--- src/rtl/vend_pkg.sv ---
// Shared vending definitions: default prices, FSM/item encodings and coin legality.
package vend_pkg;

    localparam int unsigned TeaPriceDef    = 5;
    localparam int unsigned CoffeePriceDef = 10;
    localparam int unsigned LemonPriceDef  = 20;

    typedef enum logic [2:0] {
        StIdle,
        StCollect,
        StDispense,
        StChange,
        StRefund
    } vend_state_t;

    typedef enum logic [1:0] {
        ItemNone,
        ItemTea,
        ItemCoffee,
        ItemLemon
    } item_t;

    function automatic logic is_legal_coin(logic [7:0] value);
        return (value == 8'd5) || (value == 8'd10) || (value == 8'd20);
    endfunction

endpackage

--- src/rtl/vend_timeout_counter.sv ---
// Inactivity counter for the credit-collection phase; expire holds once the last count is reached.
module vend_timeout_counter #(
    parameter int unsigned TIMEOUT_CYCLES = 1000
) (
    input  logic clk,
    input  logic reset,
    input  logic clear,
    input  logic enable,
    output logic expire
);

    localparam int unsigned Width = (TIMEOUT_CYCLES > 2) ? $clog2(TIMEOUT_CYCLES) : 1;
    localparam logic [Width-1:0] LastCount = Width'(TIMEOUT_CYCLES - 1);

    logic [Width-1:0] count_q;

    assign expire = (count_q == LastCount);

    always_ff @(posedge clk) begin
        if (reset || clear) begin
            count_q <= '0;
        end else if (enable && !expire) begin
            count_q <= count_q + 1'b1;
        end
    end

endmodule

--- src/rtl/coin_credit_accumulator.sv ---
// Coin credit accumulator: collects coins, arbitrates selections, and emits vend/change/refund
// pulses, all from registered outputs.
module coin_credit_accumulator
    import vend_pkg::*;
#(
    parameter int unsigned TEA_PRICE       = TeaPriceDef,
    parameter int unsigned COFFEE_PRICE    = CoffeePriceDef,
    parameter int unsigned LEMON_TEA_PRICE = LemonPriceDef,
    parameter int unsigned MAX_CREDIT      = 40,
    parameter int unsigned TIMEOUT_CYCLES  = 1000
) (
    input  logic       clk,
    input  logic       reset,
    input  logic       coin_valid,
    input  logic [7:0] coin_value,
    input  logic       T3,
    input  logic       R2,
    input  logic       U1,
    input  logic       cancel,
    output logic [7:0] coin,
    output logic       T3_out,
    output logic       R2_out,
    output logic       U1_out,
    output logic [7:0] credit,
    output logic       coin_reject,
    output logic       change_valid,
    output logic [7:0] change_amount,
    output logic       busy
);

    vend_state_t state_q, state_d;
    item_t       item_q, item_d, sel_item;
    logic [7:0]  credit_q, credit_d;
    logic [7:0]  coin_d, change_amount_d, sel_price, remainder;
    logic        t3_d, r2_d, u1_d, reject_d, change_valid_d, busy_d;
    logic        tmo_clear, tmo_enable, tmo_expire;
    logic [8:0]  sum;
    logic        coin_ok;

    function automatic logic [7:0] price_of(item_t it);
        case (it)
            ItemTea:    return 8'(TEA_PRICE);
            ItemCoffee: return 8'(COFFEE_PRICE);
            ItemLemon:  return 8'(LEMON_TEA_PRICE);
            default:    return 8'd0;
        endcase
    endfunction

    // 9-bit sum so the ceiling check can never be fooled by wrap-around.
    assign sum     = {1'b0, credit_q} + {1'b0, coin_value};
    assign coin_ok = coin_valid && is_legal_coin(coin_value) && (sum <= 9'(MAX_CREDIT));
    assign credit  = credit_q;

    always_comb begin
        sel_item = ItemNone;
        if (T3) begin
            sel_item = ItemTea;
        end else if (R2) begin
            sel_item = ItemCoffee;
        end else if (U1) begin
            sel_item = ItemLemon;
        end
        sel_price = price_of(sel_item);
        remainder = credit_q - price_of(item_q);
    end

    always_comb begin
        state_d         = state_q;
        credit_d        = credit_q;
        item_d          = item_q;
        coin_d          = 8'd0;
        t3_d            = 1'b0;
        r2_d            = 1'b0;
        u1_d            = 1'b0;
        reject_d        = 1'b0;
        change_valid_d  = 1'b0;
        change_amount_d = 8'd0;
        tmo_clear       = 1'b1;
        tmo_enable      = 1'b0;

        case (state_q)
            StIdle: begin
                item_d   = ItemNone;
                credit_d = 8'd0;
                if (coin_ok) begin
                    credit_d = sum[7:0];
                    state_d  = StCollect;
                end else begin
                    reject_d = coin_valid;
                end
            end
            StCollect: begin
                tmo_clear = 1'b0;
                if (cancel) begin
                    reject_d        = coin_valid;
                    change_valid_d  = 1'b1;
                    change_amount_d = credit_q;
                    state_d         = StRefund;
                end else if (coin_ok) begin
                    credit_d  = sum[7:0];
                    tmo_clear = 1'b1;
                end else begin
                    reject_d = coin_valid;
                    // Highest-priority pressed button wins; it only vends if affordable.
                    if (sel_item != ItemNone && credit_q >= sel_price) begin
                        item_d  = sel_item;
                        coin_d  = sel_price;
                        t3_d    = (sel_item == ItemTea);
                        r2_d    = (sel_item == ItemCoffee);
                        u1_d    = (sel_item == ItemLemon);
                        state_d = StDispense;
                    end else if (tmo_expire) begin
                        change_valid_d  = 1'b1;
                        change_amount_d = credit_q;
                        state_d         = StRefund;
                    end else begin
                        tmo_enable = 1'b1;
                    end
                end
            end
            StDispense: begin
                reject_d        = coin_valid;
                credit_d        = remainder;
                change_valid_d  = (remainder != 8'd0);
                change_amount_d = remainder;
                state_d         = StChange;
            end
            StChange, StRefund: begin
                reject_d = coin_valid;
                credit_d = 8'd0;
                item_d   = ItemNone;
                state_d  = StIdle;
            end
            default: begin
                credit_d = 8'd0;
                item_d   = ItemNone;
                state_d  = StIdle;
            end
        endcase

        busy_d = (state_d == StDispense) || (state_d == StChange) || (state_d == StRefund);
    end

    always_ff @(posedge clk) begin
        if (reset) begin
            state_q       <= StIdle;
            item_q        <= ItemNone;
            credit_q      <= 8'd0;
            coin          <= 8'd0;
            T3_out        <= 1'b0;
            R2_out        <= 1'b0;
            U1_out        <= 1'b0;
            coin_reject   <= 1'b0;
            change_valid  <= 1'b0;
            change_amount <= 8'd0;
            busy          <= 1'b0;
        end else begin
            state_q       <= state_d;
            item_q        <= item_d;
            credit_q      <= credit_d;
            coin          <= coin_d;
            T3_out        <= t3_d;
            R2_out        <= r2_d;
            U1_out        <= u1_d;
            coin_reject   <= reject_d;
            change_valid  <= change_valid_d;
            change_amount <= change_amount_d;
            busy          <= busy_d;
        end
    end

    vend_timeout_counter #(
        .TIMEOUT_CYCLES(TIMEOUT_CYCLES)
    ) u_timeout (
        .clk   (clk),
        .reset (reset),
        .clear (tmo_clear),
        .enable(tmo_enable),
        .expire(tmo_expire)
    );

endmodule

--- config.mk ---
export PLATFORM = sky130hd
export DESIGN_NAME = coin_credit_accumulator
export DESIGN_NICKNAME = d
export VERILOG_FILES = /design/src/rtl/vend_pkg.sv /design/src/rtl/vend_timeout_counter.sv /design/src/rtl/coin_credit_accumulator.sv
export SDC_FILE = /design/constraint.sdc
export NUM_CORES = 1
export LEC_CHECK = 0
export BUFFER_PORTS_ARGS = -buffer_cell sky130_fd_sc_hd__buf_2
export CORE_MARGIN = 1.5
export CORE_UTILIZATION = 30
export CTS_CLUSTER_DIAMETER = 150
export DETAILED_ROUTE_END_ITERATION = 10
export HOLD_SLACK_MARGIN = 0.05
export SETUP_SLACK_MARGIN = 0.15
export SLEW_MARGIN = 25
export SYNTH_ARGS = -nofsm -noshare
export SYNTH_HDL_FRONTEND = slang
export SYNTH_SLANG_ARGS = --single-unit
--- constraint.sdc ---
create_clock -name clk -period 3.61 [get_ports clk]
set_input_delay 0.361 -clock clk [delete_from_list [all_inputs] [get_ports clk]]
set_output_delay 0.361 -clock clk [all_outputs]
set_load 0.01 [all_outputs]
# Word-level counts from Yosys, hierarchy flattened
# Cells that the tools add are included.
[totals]
word_cells = 98
output_inout_bits = 30
register_bits = 45
[classes]
n_mux = 40
n_addsub = 3
eq_ne = 21
n_reduce_logical = 17
n_bitwise = 3
magnitude_cmp = 2
[op_table]
columns = ["cell", "count"]
rows = [
  ["$mux 8", 7],
  ["$pmux 5 s3", 2],
  ["$pmux 8 s3", 1],
  ["$pmux 8 s2", 1],
  ["$mux 3", 5],
  ["$mux 1", 14],
  ["$eq 3x2->1 const B", 4],
  ["$mux 2", 6],
  ["$add 10x1->10 const B", 1],
  ["$eq 10x10->1 const B", 1],
  ["$add 8x8->9", 1],
  ["$le 9x6->1 const B", 1],
  ["$pmux 3 s3", 1],
  ["$eq 2x2->1 const B", 4],
  ["$eq 8x3->1 const B", 1],
  ["$eq 8x4->1 const B", 1],
  ["$eq 8x5->1 const B", 1],
  ["$ge 8x8->1", 1],
  ["$ne 2x2->1 const B", 4],
  ["$reduce_bool 8->1", 1],
  ["$sub 8x8->8", 1],
  ["$eq 3x3->1 const B", 2],
  ["$logic_or 1x1->1", 5],
  ["$reduce_or 5->1", 1],
  ["other kinds (13)", 19],
]

# Logic depth before layout (Yosys ltp)
# Gate-level depths: netlist of run 1.
[depth]
depth_word = 14
mapped_depth = 12
ltp_nobuf = 12

# Modules after synthesis
# A second synthesis of run 1 with hierarchy kept.
[unflattened]
cells_unflattened = 317
area_unflattened_um2 = 2663.8
[modules_own_cells]
columns = ["module", "seq_area_each_um2", "area_each_um2", "cells_each", "instances"]
rows = [
  ["coin_credit_accumulator", 560.5, 2100.8, 252, 1],
  ["vend_timeout_counter", 200.2, 563.0, 65, 1],
]

# Least setup slack after synthesis of run 1
# Ideal clock, no wire load.
[synth_timing]
path_kind = "flip-flop to flip-flop"
startpoint = "register credit_q[1], in the netlist credit[1]"
endpoint = "register u_timeout.count_q[7]"
t_arrival_ns = 2.760
path_buffers = 2
stages_incl_launch_ff = 12
slack_ns = 0.727
synth_period_minus_slack_ns = 2.883
setup_time_ns = 0.122
path_cell_list = "dfxtp_1 ha_1 a211o_1 a2111o_1 o211ai_1 a21oi_4 or4_1 buf_2 buf_6 nand4b_1 xor2_1 nor2_1"
[synth_via]
elab_chain_len = 7
[synth_lines]
columns = ["element", "line_no", "rtl"]
rows = [
  ["start: declaration", "coin_credit_accumulator.sv:33", "logic [7:0] credit_q, credit_d;"],
  ["start signal: assignment", "coin_credit_accumulator.sv:160", "credit_q <= credit_d;"],
  ["$add 8x8->9 or $ge 8x8->1 (tied branches)", "coin_credit_accumulator.sv:50, coin_credit_accumulator.sv:105", ""],
  ["$le 9x6->1 or $logic_and 1x1->1 (tied branches)", "coin_credit_accumulator.sv:51, coin_credit_accumulator.sv:105", ""],
  ["$logic_and 1x1->1 or $mux 1 (tied branches)", "coin_credit_accumulator.sv:51, coin_credit_accumulator.sv:105", ""],
  ["$mux 1", "coin_credit_accumulator.sv:99", "end else if (coin_ok) begin"],
  ["$mux 1", "coin_credit_accumulator.sv:94", "if (cancel) begin"],
  ["$mux 1", "coin_credit_accumulator.sv:81", "case (state_q)"],
  ["$logic_and 1x1->1 or $logic_or 1x1->1 (tied branches)", "vend_timeout_counter.sv:22, vend_timeout_counter.sv:20", ""],
  ["end signal: assignment", "vend_timeout_counter.sv:23", "count_q <= count_q + 1'b1;"],
  ["end: declaration", "vend_timeout_counter.sv:15", "logic [Width-1:0] count_q;"],
]
# Parallel ways exist; a longest one is shown, timed or not.
# A chain may end at the register's enable or synchronous reset.

# Worst setup path in the final report of run 1
[layout_timing]
startpoint = "register credit_q[4], in the netlist credit[4]"
endpoint = "register credit_q[1], in the netlist credit[1]"
[layout_via]
elab_chain_len = 5
[layout_lines]
columns = ["element", "line_no", "rtl"]
rows = [
  ["$add 8x8->9 *", "coin_credit_accumulator.sv:50", "assign sum = {1'b0, credit_q} + {1'b0, coin_value};"],
  ["$le 9x6->1 *", "coin_credit_accumulator.sv:51", "assign coin_ok = coin_valid && is_legal_coin(coin_value) && (sum <= 9'(MAX_CREDIT));"],
  ["$logic_and 1x1->1 *", "coin_credit_accumulator.sv:51", ""],
  ["$mux 8 or $ne 2x2->1 (tied branches)", "--", ""],
  ["$pmux 8 s3 or $reduce_and 2->1 (tied branches)", "--", ""],
]
# Every way passes the cells marked *; elsewhere a longest branch is shown, timed or not.

==> results of run 1 <==
==> cell type report <==
type / instances / share of cell area [%]
Sequential cell: 38 / 25.75
Inverter: 9 / 1.144
Tap cell: 105 / 4.447
Clock inverter: 2 / 0.3388
Multi-Input combinational cell: 252 / 56.50
Timing Repair Buffer: 51 / 9.488
Clock buffer: 5 / 2.330
==> how the worst min path moves through the flow <==
stage,start,cells past startpoint,slack (ns),to
4_1_cts,T3,2,0.32,R2_out$_SDFF_PP0_
3_5_place_dp,u_timeout.count_q[1]$_SDFFE_PP0P_,2,0.48,u_timeout.count_q[1]$_SDFFE_PP0P_
5_1_grt,reset,2,0.33,change_amount[7]$_SDFF_PP0_
2_1_floorplan,reset,1,0.43,change_amount[7]$_SDFF_PP0_
3_3_place_gp,u_timeout.count_q[1]$_SDFFE_PP0P_,2,0.47,u_timeout.count_q[1]$_SDFFE_PP0P_
6_report,T3,2,0.33,R2_out$_SDFF_PP0_
==> routing by layer <==
layer  up-vias  global-route usage [%]  wire, um
met1      1091                   20.13      3159
met3         8                   2.313       247
met2        46                   24.47      2956
li1       1193                       -         -
met4         0                   5.147        95
met5         -                       0         0
==> report_power, final <==
group / switching (mW) / internal, mW
Sequential: 0.000318 / 0.419
Clock: 0.148 / 0.130
Combinational: 0.0352 / 0.0244
Total: 0.184 / 0.574
==> kinds of logic after synthesis <==
logic type	count (synthesis)	synth area share [%]
compound gates	74	20.45
xor+xnor	18	6.149
fa+ha+maj	21	10.83
buf+inv	23	5.515
flops	38	29.67
mux	2	0.8297
other cells	1	0.1463
simple gates	134	26.40
==> through the flow <==
stage | total power, mW | setup WS (ns) | instance area (um^2) | hold WS, ns | util [%]
6_report | 0.7570 | 0.5201 | 2954 | 0.3311 | 35.77
3_3_place_gp | 0.4872 | 0.4159 | 2875 | 0.4690 | 34.82
5_1_grt | 0.7899 | 0.3177 | 2954 | 0.3333 | 35.77
2_1_floorplan | 0.4713 | 0.7274 | 2571 | 0.4301 | -
4_1_cts | 0.7649 | 0.5539 | 2954 | 0.3231 | 35.77
3_5_place_dp | 0.4887 | 0.3818 | 2875 | 0.4758 | 34.82
==> cells in the final DEF, fill, tap and decap left out, types with 3 or more instances in the layout <==
master,n
buf_4,10
buf_2,41
nand3_1,8
xnor2_1,4
o21a_1,5
xor2_1,14
a211oi_1,3
a21oi_1,19
dfxtp_1,38
nor2b_1,4
conb_1,3
o21ai_0,11
nand2b_1,10
nand3b_1,3
o32ai_1,3
nand2_1,33
a21o_1,6
clkbuf_8,5
a22oi_1,3
ha_1,19
nor3_1,7
inv_1,9
a22o_1,8
nor4_1,6
nor2_1,43
==> state kept, by name, indices dropped and copies added (netlist names), 2 cells and up <==
name and count:
change_amount 8, state_q 3, item_q 2, credit 8, u_timeout.count_q 10
==> summary.txt, run 1 <==
Critical path
  • Crit end category: flop
  • Slowest CP cell: nor4_1
  • WP data arrival: 3.32 ns
  • Worst r2r src: credit[4]$_SDFFE_PP0P_
  • Worst Setup Start Kind: flop
  • CP Max Fanout: 8
  • CP Buf/Inv Count: 1
  • Crit. path cell count: 10
  • CP cell instances: ha_1 -> or4_1 -> o21ai_0 -> a21oi_1 -> xor2_1 -> nor4_1 -> buf_4 -> nand2_1 -> a21boi_2 -> a22o_1
  • R2R Setup Slk: roughly 0.52 ns
  • Critical path class: reg2reg
  • CP Launch Point: credit[4]$_SDFFE_PP0P_
  • Crit path max-delay family: simple AND/OR/NAND/NOR gates
  • Critical Path Sink: credit[1]$_SDFFE_PP0P_
  • CP peak stage delay: 0.53 ns
  • Worst endpoint required time: 3.84 ns
  • R2r endpoint: credit[1]$_SDFFE_PP0P_
  • Worst Reg-to-Reg Cells: 10

Pwr
  • Leak: approximately 1.3 nW
  • Worst vdd rail ir drop: ~0.00017 V
  • P per Cell Area: 256.3 nW/um^2

Clock tree
  • Setup Buffers After CTS: 0
  • CTS max path bufs: 2
  • Worst-Skew Late Latency: 0.29 ns
  • Root Buffer: clkbuf_8
  • Cts hold-fix bufs: 0
  • Post-CTS sizing: 0
  • Clock transition at path regs: roughly 0.07 ns
  • Total CTS buffers: 5
  • CTS Sinks: 38
  • CTS tree: yes
  • H-tree levels: 2

Floorplan
  • Core Area: around 8300 um^2
  • Row count: 33
  • Die area: 9109 um^2
  • Starting Density: 31.05%
  • Top-level I/O count: 45
  • Die X: 95.44 um
  • Die H: 95.44 um

Synthesis
  • Yosys Warn Count: 0
  • Synth unique cells: 58
  • Seq/Total Area, Yosys: a little under 30%
  • Top post-synthesis cells by area: dfxtp_1 (30%), ha_1 (9.3%), nor2_1 (6.3%)
  • Post-synthesis cell count: 311
  • Ys async rst share: 0%
  • Top FF cell, synth: dfxtp_1
  • Top cell type's share of synthesized area: between 20% and 30%
  • Syn Area/Cell: 8.243 um^2
  • Post-synth EDFFs: 0
  • List of most frequent post-synthesis cells: nor2_1 (43), dfxtp_1 (38), nand2_1 (33)
  • Number of synthesized register bits: 38
  • Post-synth top area cell: dfxtp_1
  • Syn Std Cell Area: 2564 um^2
  • Top-count cell post-synth: nor2_1

Global route
  • Largest net degree at the start of global routing: 15
  • GR Overflow Total: 0
  • GRT Util Overall: 15.04%
  • Global-route wire length before repair: roughly 11000 um
  • Number of global-route vias before repair: ~2200
  • Initial antenna violation count: 0

STA
  • Final-report setup violation count: 0
  • Final hold viol count: 0
  • Period utilization: 85.59%
  • Clock skew: 0.008524 ns
  • Max Slew Vio Count: 0
  • Tmin final: 3.090 ns
  • RSZ-0062 raised after global routing: false
  • Slew headroom: 54.29%
  • Fmax: about 320 MHz
  • TNS Setup: 0 ns
  • Worst Max-Slew Pin Slew: 0.6816 ns

Place
  • Final HPWL from detailed placement: 5040 um
  • # placed instances: 455
  • Gpl congestion: 0.8759
  • I/O Buffers: 41

Routing
  • Vias per std cell: 5.061
  • Routed Antenna Nets: 0
  • Drt first-iter violations: 99
  • Drt drc: 0
  • Drt first pass iters: 4
  • WL per Instance: approximately 14 um
  • DR vias: around 2300
  • Total wire length: 6459 um

Final layout
  • Fin cells: 462
  • Final #Nets: 393
  • Area of the multi-input gates: 1669 um^2
  • Antenna fix cells: 0
  • Seq. cell area: 760.7 um^2
  • Ratio of cells with drive above 1 in the final layout: 19.33%
  • FILL cells: 891
  • Synth-to-Final Area Change: 15.23%

Status
  • Outcome: completed

Worst hold path
  • HP Class: in2reg

Job
  • Max_cap viols: 0
(Power assumes the default switching activity.)
==> run 2, diff against run 1 <==
Settings changed: SYNTH_HIERARCHICAL set to 1.
==> run 2 against run 1 <==
Against the previous run: utilization hardly changed; largest power group unchanged; synthesized area is 3.9% higher; critical path depth is 3 higher; first-iteration DRC count is 21% higher; critical path type unchanged; routed wire length is 10% higher; total power is 6.1% higher; highest routed layer unchanged; combinational power is 15% higher; cell area is 5.0% higher; die area is 3.8% higher; via count is 10% higher; synthesized cell count is 1.9% higher; clock skew is 0.0022 ns higher.
==> summary.txt, run 2 <==
Status
  • Outcome: completed

Critical path
  • R2r endpoint: u_timeout/count_q[8]$_SDFFE_PP0P_
  • Worst r2r src: credit[0]$_SDFFE_PP0P_
  • CP Max Fanout: 6 (-2)
  • Crit end category: flop
  • Worst endpoint required time: 3.84 ns (about the same)
  • R2R Setup Slk: 0.38 ns (-0.14 ns)
  • Critical path class: reg2reg
  • WP data arrival: 3.46 ns (+0.14 ns)
  • Worst Setup Start Kind: flop
  • Worst Reg-to-Reg Cells: 13 (+3)

Final layout
  • Biggest register: u_timeout/count_q
  • Max FFs per register: 10 (unchanged)
  • Synth-to-Final Area Change: 16.44%
  • Fin cells: 470 (+1.7%)
  • Commonest non-fill, non-tap cell in the layout: buf_2
  • Ratio of cells with drive above 1 in the final layout: 20.99% (+1.7 points)
  • Most frequent cells in the layout: buf_2 (41), dfxtp_1 (37), a21oi_1 (31)
  • Final Cell Area: 3102 um^2 (+5.0%)
  • Final #Nets: 398 (+1.3%)
  • Antenna fix cells: 0 (unchanged)

Pwr
  • NetSw: 0.2037 mW (+11%)
  • P per Cell Area: 259.0 nW/um^2 (+1.1%)
  • Leak: 1.234 nW (-1.5%)
  • Gate power share: 8.5% (+0.6 points)
  • Clock share of power: 39.2% (+2.5 points)
  • Worst vdd rail ir drop: 0.0001510 V (-9.9%)
  • Internal power: 0.5998 mW (+4.6%)
  • Pwr Total: 0.8035 mW (+6.1%)
  • Sequential share of power: 52.2% (-3.2 points)
  • Sw frac: 25.35% (+1.1 points)

Global route
  • Largest net degree at the start of global routing: 24 (+9)
  • Initial antenna violation count: 0 (unchanged)
  • Number of global-route vias before repair: 2398 (+7.1%)
  • Global-route wire length before repair: 11470 um (+7.2%)
  • GR Overflow Total: 0 (unchanged)
  • GRT Util Overall: 14.68% (-0.36 points)

Floorplan
  • Row count: 34 (+3.0%)
  • Core Area: 8678 um^2 (+5.1%)
  • Starting Density: 30.69% (-0.35 points)
  • Top-level I/O count: 45 (unchanged)
  • Die H: 97.23 um (+1.9%)
  • Die area: 9454 um^2 (+3.8%)
  • Die X: 97.23 um (+1.9%)

Synthesis
  • Top-count cell post-synth: dfxtp_1
  • Seq/Total Area, Yosys: 28.56% (-1.1 points)
  • Top post-synthesis cells by area: dfxtp_1 (29%), ha_1 (9.4%), a21oi_1 (6.0%)
  • Post-synth top area cell: dfxtp_1
  • List of most frequent post-synthesis cells: dfxtp_1 (38), a21oi_1 (32), nor2_1 (23)
  • Number of synthesized register bits: 38 (unchanged)
  • Post-synthesis cell count: 317 (+1.9%)
  • Ys async rst share: 0% (unchanged)
  • Syn Std Cell Area: 2664 um^2 (+3.9%)
  • Yosys Warn Count: 6 (+6)
  • Post-synth EDFFs: 0 (unchanged)
  • Syn Area/Cell: 8.403 um^2 (+1.9%)
  • Synth unique cells: 60 (+3.4%)
  • Top cell type's share of synthesized area: 28.56% (-1.1 points)
  • Top FF cell, synth: dfxtp_1

Clock tree
  • CTS Sinks: 38 (unchanged)
  • Root Buffer: clkbuf_8
  • CTS max path bufs: 2 (unchanged)
  • CTS tree: yes
  • Clock transition at path regs: 0.09 ns (+0.02 ns)
  • Total CTS buffers: 5 (unchanged)
  • Worst-Skew Late Latency: 0.29 ns (about the same)
  • H-tree levels: 2 (unchanged)

STA
  • Final-report setup violation count: 0 (unchanged)
  • Tmin final: 3.233 ns (+0.1431 ns)
  • Fmax: 309.3 MHz (-4.4%)
  • Slew headroom: 52.53% (-1.8 points)
  • Period utilization: 89.56% (+4.0 points)
  • RSZ-0062 raised after global routing: false
  • Final hold viol count: 0 (unchanged)
  • TNS Setup: 0 ns (unchanged)
  • Max Slew Vio Count: 0 (unchanged)
  • Worst Max-Slew Pin Slew: 0.7094 ns (+0.02785 ns)
  • Clock skew: 0.01069 ns (+0.002167 ns)

Routing
  • Drt drc: 0 (unchanged)
  • Total wire length: 7108 um (+10%)
  • Drt first pass iters: 4 (unchanged)
  • Vias per std cell: 5.496 (+8.6%)
  • DR vias: 2583 (+10%)
  • Drt first-iter violations: 120 (+21%)
  • Routed Antenna Nets: 0 (unchanged)
  • WL per Instance: 15.12 um (+8.2%)

Place
  • Placed cell areas: 2985 um^2 (+3.8%)
  • # placed instances: 461 (+1.3%)
  • Gpl congestion: 0.8256 (-5.7%)
  • Final HPWL from detailed placement: 5239 um (+3.9%)
  • I/O Buffers: 41 (unchanged)

Worst hold path
  • Hold path start: R2
  • HP Class: in2reg
  • Hold EP: coin[3]$_SDFF_PP0_
  • Hold Path Stages: 2 (unchanged)

Job
  • Max_cap viols: 0 (unchanged)
==> run 2: cell types whose count changed in the layout (fill, tap and decap cells not counted), moves of 6 or more <==
cell / previous run / this run
o21ai_0: 11 / 17
inv_1: 9 / 15
xor2_1: 14 / 4
o211ai_1: 1 / 13
nand2_1: 33 / 18
nor2_1: 43 / 22
a21oi_1: 19 / 31
o2bb2ai_1: 0 / 6
nand2b_1: 10 / 4
a22o_1: 8 / 0
==> run 2: logic make-up after synthesis <==
logic type	Yosys count	share of synthesized area, %
xor+xnor	9	2.959
flops	38	28.56
fa+ha+maj	22	10.90
other cells	1	0.1408
compound gates	105	26.77
buf+inv	32	5.918
simple gates	110	24.75
==> run 2: what timing repair did <==
action                                  CTS  global route
resized for setup                         0             6
buffers inserted                          0             1
endpoints found under the setup margin    0             6
hold buffers                              0             0
==> run 2: area by class of cell <==
class	count	area, um^2
clock buffer	7	86.33
clock inverter	1	5.005
fill	912	5577
inverter	15	56.30
multi-input combinational	249	1769
sequential	38	762.0
tap	108	135.1
timing repair buffer	52	287.8
==> run 2: worst max path at each step <==
| stage | slack, ns | depth (start not counted) | startpoint | endpoint |
|---|---|---|---|---|
| 3_5_place_dp | 0.21 | 14 | coin_value[0] | u_timeout/count_q[8]$_SDFFE_PP0P_ |
| 3_3_place_gp | 0.33 | 14 | coin_value[0] | u_timeout/count_q[7]$_SDFFE_PP0P_ |
| 5_1_grt | 0.15 | 13 | credit[0]$_SDFFE_PP0P_ | u_timeout/count_q[8]$_SDFFE_PP0P_ |
| 4_1_cts | 0.21 | 13 | credit[0]$_SDFFE_PP0P_ | u_timeout/count_q[8]$_SDFFE_PP0P_ |
| 2_1_floorplan | 0.49 | 13 | credit[0]$_SDFFE_PP0P_ | u_timeout/count_q[8]$_SDFFE_PP0P_ |
| 6_report | 0.38 | 13 | credit[0]$_SDFFE_PP0P_ | u_timeout/count_q[8]$_SDFFE_PP0P_ |
==> run 2: metrics by stage <==
stage / setup WS, ns / hold WS (ns) / utilization, %
finish: 0.3770 / 0.3207 / 35.74
global route: 0.1490 / 0.3238 / 35.74
CTS: 0.2076 / 0.3181 / 35.45
detailed placement: 0.2080 / 0.4915 / 34.40
global placement: 0.3324 / 0.4866 / 34.40
floorplan: 0.4936 / 0.4614 / -
==> run 2: power groups by stage <==
stage | Combinational (mW) | Sequential, mW | Clock (mW)
2_1_floorplan | 0.0461 | 0.430 | 0
3_3_place_gp | 0.0646 | 0.430 | 0
3_5_place_dp | 0.0661 | 0.430 | 0
4_1_cts | 0.0664 | 0.420 | 0.323
5_1_grt | 0.0765 | 0.420 | 0.340
6_report | 0.0685 | 0.420 | 0.315
==> run 2: routing by layer <==
metal	up-vias	routed length, um	track usage (%)
met4	0	47	3.297
met1	1231	3364	19.74
met5	-	0	0
li1	1278	-	-
met3	5	349	2.662
met2	69	3346	24.53
==> run 2: critical path, cell delays in order (launching register included) <==
cell and delay [ns]:
dfxtp_2 0.39, ha_2 0.21, inv_1 0.05, fa_1 0.38, nand2b_2 0.23, a21oi_1 0.16
xor2_1 0.23, o21bai_2 0.14, nand3_4 0.08, nand3b_1 0.19, nor2_4 0.23, nand4_1 0.22
or4_1 0.51, a21oi_1 0.14
==> run 3, diff against run 2 <==
Settings changed: ABC_AREA set to 1.
==> run 3 against run 2 <==
Against the previous run: final cell count up 30%; register-to-register slack better by 0.38 ns; flip-flop and latch count unchanged; synthesized cell count rose by 39%; global-route usage rose by 0.18 points; critical path depth rose by 3.
==> summary.txt, run 3 <==
Status
  • Outcome: completed

Routing
  • Total wire length: 6986 um (-1.7%)
  • Drt first pass iters: 4 (unchanged)
  • DR vias: 2770 (+7.2%)
  • Vias per std cell: 4.519 (-18%)
  • Drt first-iter violations: 169 (+41%)
  • WL per Instance: 11.40 um (-25%)
  • Routed Antenna Nets: 0 (unchanged)
  • Drt drc: 0 (unchanged)

Pwr
  • Pwr Total: 0.7965 mW (-0.87%)
  • Sw frac: 25.11% (-0.24 points)
  • Sequential share of power: 52.7% (+0.5 points)
  • Leak: 1.631 nW (+32%)
  • NetSw: 0.2000 mW (-1.8%)
  • Gate power share: 8.4% (about the same)
  • Internal power: 0.5965 mW (-0.55%)
  • Clock share of power: 38.9% (-0.3 points)
  • Worst vdd rail ir drop: 0.0001239 V (-18%)
  • P per Cell Area: 242.8 nW/um^2 (-6.3%)

Place
  • Gpl congestion: 0.8897 (+7.8%)
  • Final HPWL from detailed placement: 5613 um (+7.1%)
  • I/O Buffers: 41 (unchanged)
  • # placed instances: 605 (+31%)

Final layout
  • Ratio of cells with drive above 1 in the final layout: 16.53% (-4.5 points)
  • FILL cells: 1014 (+11%)
  • Commonest non-fill, non-tap cell in the layout: nand2_1
  • Seq. cell area: 760.7 um^2 (-0.16%)
  • Antenna fix cells: 0 (unchanged)
  • End-of-flow core utilization: 35.50% (-0.24 points)
  • Final #Nets: 520 (+31%)
  • Most frequent cells in the layout: nand2_1 (123), inv_1 (58), nand3_1 (42)
  • Synth-to-Final Area Change: 14.90%
  • Fin cells: 613 (+30%)
  • Biggest register: u_timeout/count_q
  • Max FFs per register: 10 (unchanged)
  • Area of the multi-input gates: 1764 um^2 (-0.28%)

Global route
  • Global-route wire length before repair: 11990 um (+4.5%)
  • Largest net degree at the start of global routing: 24 (unchanged)
  • GR Overflow Total: 0 (unchanged)
  • GRT Util Overall: 14.86% (+0.18 points)
  • Initial antenna violation count: 0 (unchanged)
  • Number of global-route vias before repair: 2617 (+9.1%)

STA
  • Fmax: 350.6 MHz (+13%)
  • Worst Max-Slew Pin Slew: 0.6742 ns (-0.03523 ns)
  • Hold Slack: 0.3360 ns (+0.01528 ns)
  • TNS Setup: 0 ns (unchanged)
  • Final hold viol count: 0 (unchanged)
  • Max Slew Vio Count: 0 (unchanged)
  • Clock skew: 0.01412 ns (+0.003429 ns)
  • Slew headroom: 54.42% (+1.9 points)
  • Tmin final: 2.852 ns (-0.3809 ns)
  • Final-report setup violation count: 0 (unchanged)
  • Period utilization: 79.01% (-11 points)
  • RSZ-0062 raised after global routing: false

Critical path
  • Critical path class: reg2reg
  • Slowest CP cell: fa_1
  • CP cell instances: ha_1 -> inv_1 -> fa_1 -> inv_1 -> nor2_1 -> nand3_1 -> nand3_1 -> nand2_1 -> nand2_1 -> nand2_2 -> nor2_4 -> nand2_4 -> nand2_4 -> nor2_1 -> inv_1 -> a21oi_1
  • WP data arrival: 3.03 ns (-0.43 ns)
  • Crit end category: flop
  • CP peak stage delay: 0.50 ns (about the same)
  • Worst endpoint required time: 3.79 ns (-0.05 ns)
  • Worst Setup Start Kind: flop
  • Critical path's most frequent cell: inv_1
  • CP Buf/Inv Count: 3 (+2)
  • R2R Setup Slk: 0.76 ns (+0.38 ns)
  • Crit path max-delay family: simple AND/OR/NAND/NOR gates
  • CP Max Fanout: 14 (+8)

Worst hold path
  • HP Class: in2reg

Synthesis
  • Number of synthesized register bits: 38 (unchanged)
  • Ys async rst share: 0% (unchanged)
  • Syn Area/Cell: 6.474 um^2 (-23%)
  • Post-synth top area cell: dfxtp_1
  • Syn Std Cell Area: 2855 um^2 (+7.2%)
  • Yosys Warn Count: 6 (unchanged)
  • Top cell type's share of synthesized area: 26.64% (-1.9 points)
  • Synth unique cells: 41 (-32%)
  • Top post-synthesis cells by area: dfxtp_1 (27%), nand2_1 (16%), ha_1 (8.8%)
  • Post-synthesis cell count: 441 (+39%)
  • Top-count cell post-synth: nand2_1
  • Post-synth EDFFs: 0 (unchanged)
  • Top FF cell, synth: dfxtp_1
  • List of most frequent post-synthesis cells: nand2_1 (123), inv_1 (58), nand3_1 (42)
  • Seq/Total Area, Yosys: 26.64% (-1.9 points)

Job
  • Max_cap viols: 0 (unchanged)

Floorplan
  • Row count: 35 (+2.9%)
  • Die area: 10110 um^2 (+7.0%)
  • Starting Density: 30.90% (+0.21 points)
  • Core Area: 9240 um^2 (+6.5%)
  • Top-level I/O count: 45 (unchanged)
  • Die H: 100.6 um (+3.4%)
  • Die X: 100.6 um (+3.4%)

Clock tree
  • Setup Buffers After CTS: 0 (unchanged)
  • H-tree levels: 2 (unchanged)
  • CTS max path bufs: 2 (unchanged)
  • CTS Sinks: 38 (unchanged)
  • CTS tree: yes
  • Root Buffer: clkbuf_8
  • Clock transition at path regs: 0.09 ns (about the same)
  • Total CTS buffers: 5 (unchanged)
  • Worst-Skew Late Latency: 0.30 ns (about the same)
  • Post-CTS sizing: 0 (unchanged)
  • Cts hold-fix bufs: 0 (unchanged)
## run 3: worst reg2reg max path, stage by stage (launching register included)
cell,delay (ns)
dfxtp_1,0.44
ha_1,0.24
inv_1,0.07
fa_1,0.50
inv_1,0.06
nor2_1,0.08
nand3_1,0.07
nand3_1,0.08
nand2_1,0.06
nand2_1,0.07
nand2_2,0.06
nor2_4,0.26
nand2_4,0.18
nand2_4,0.17
nor2_1,0.12
inv_1,0.21
a21oi_1,0.07
## run 3: final cells by class
class	instances	area share [%]
multi-input combinational	327	53.78
timing repair buffer	48	7.857
clock buffer	6	2.517
sequential	38	23.19
clock inverter	2	0.3814
tap	129	4.920
inverter	63	7.361
## run 3: per-stage QoR
step | instance area [um^2] | setup WS [ns]
global placement | 3186 | 0.8378
finish | 3281 | 0.7579
CTS | 3281 | 0.7398
floorplan | 2863 | 0.4713
detailed placement | 3186 | 0.7386
global route | 3281 | 0.3727
## run 3: kinds of logic after synthesis
family | share of synthesized area, %
AO/OA/AOI/OAI | 8.545
AND/OR/NAND/NOR | 39.92
XOR/XNOR | 2.761
adder cells (fa/ha/maj) | 10.17
buffers and inverters | 11.83
other | 0.1313
flip-flops | 26.64
## run 3: worst paths after layout
check	startpoint	end	cells after the start
setup reg to reg	credit[0]$_SDFFE_PP0P_	u_timeout/count_q[6]$_SDFFE_PP0P_	16
hold reg to reg	item_q[0]$_SDFFE_PP0P_	item_q[0]$_SDFFE_PP0P_	2
hold / removal	coin_valid	coin_reject$_SDFF_PP0_	3
setup / recovery	credit[0]$_SDFFE_PP0P_	u_timeout/count_q[6]$_SDFFE_PP0P_	16
## run 3: power groups by stage
stage               clock network (mW)  logic (mW)  registers, mW
floorplan                            0      0.0469          0.430
detailed placement                   0      0.0669          0.430
global placement                     0      0.0653          0.430
global route                     0.336      0.0774          0.420
CTS                              0.319      0.0673          0.420
finish                           0.310      0.0671          0.420
## run 3: layer usage
metal / part of all wire (%) / wire, um / vias up / global-route usage (%)
met2: 49 / 3396 / 51 / 25.54
met4: 1.2 / 82 / 0 / 4.009
li1: - / - / 1492 / -
met5: 0 / 0 / - / 0
met3: 2.9 / 203 / 7 / 2.566
met1: 47 / 3304 / 1220 / 19.21
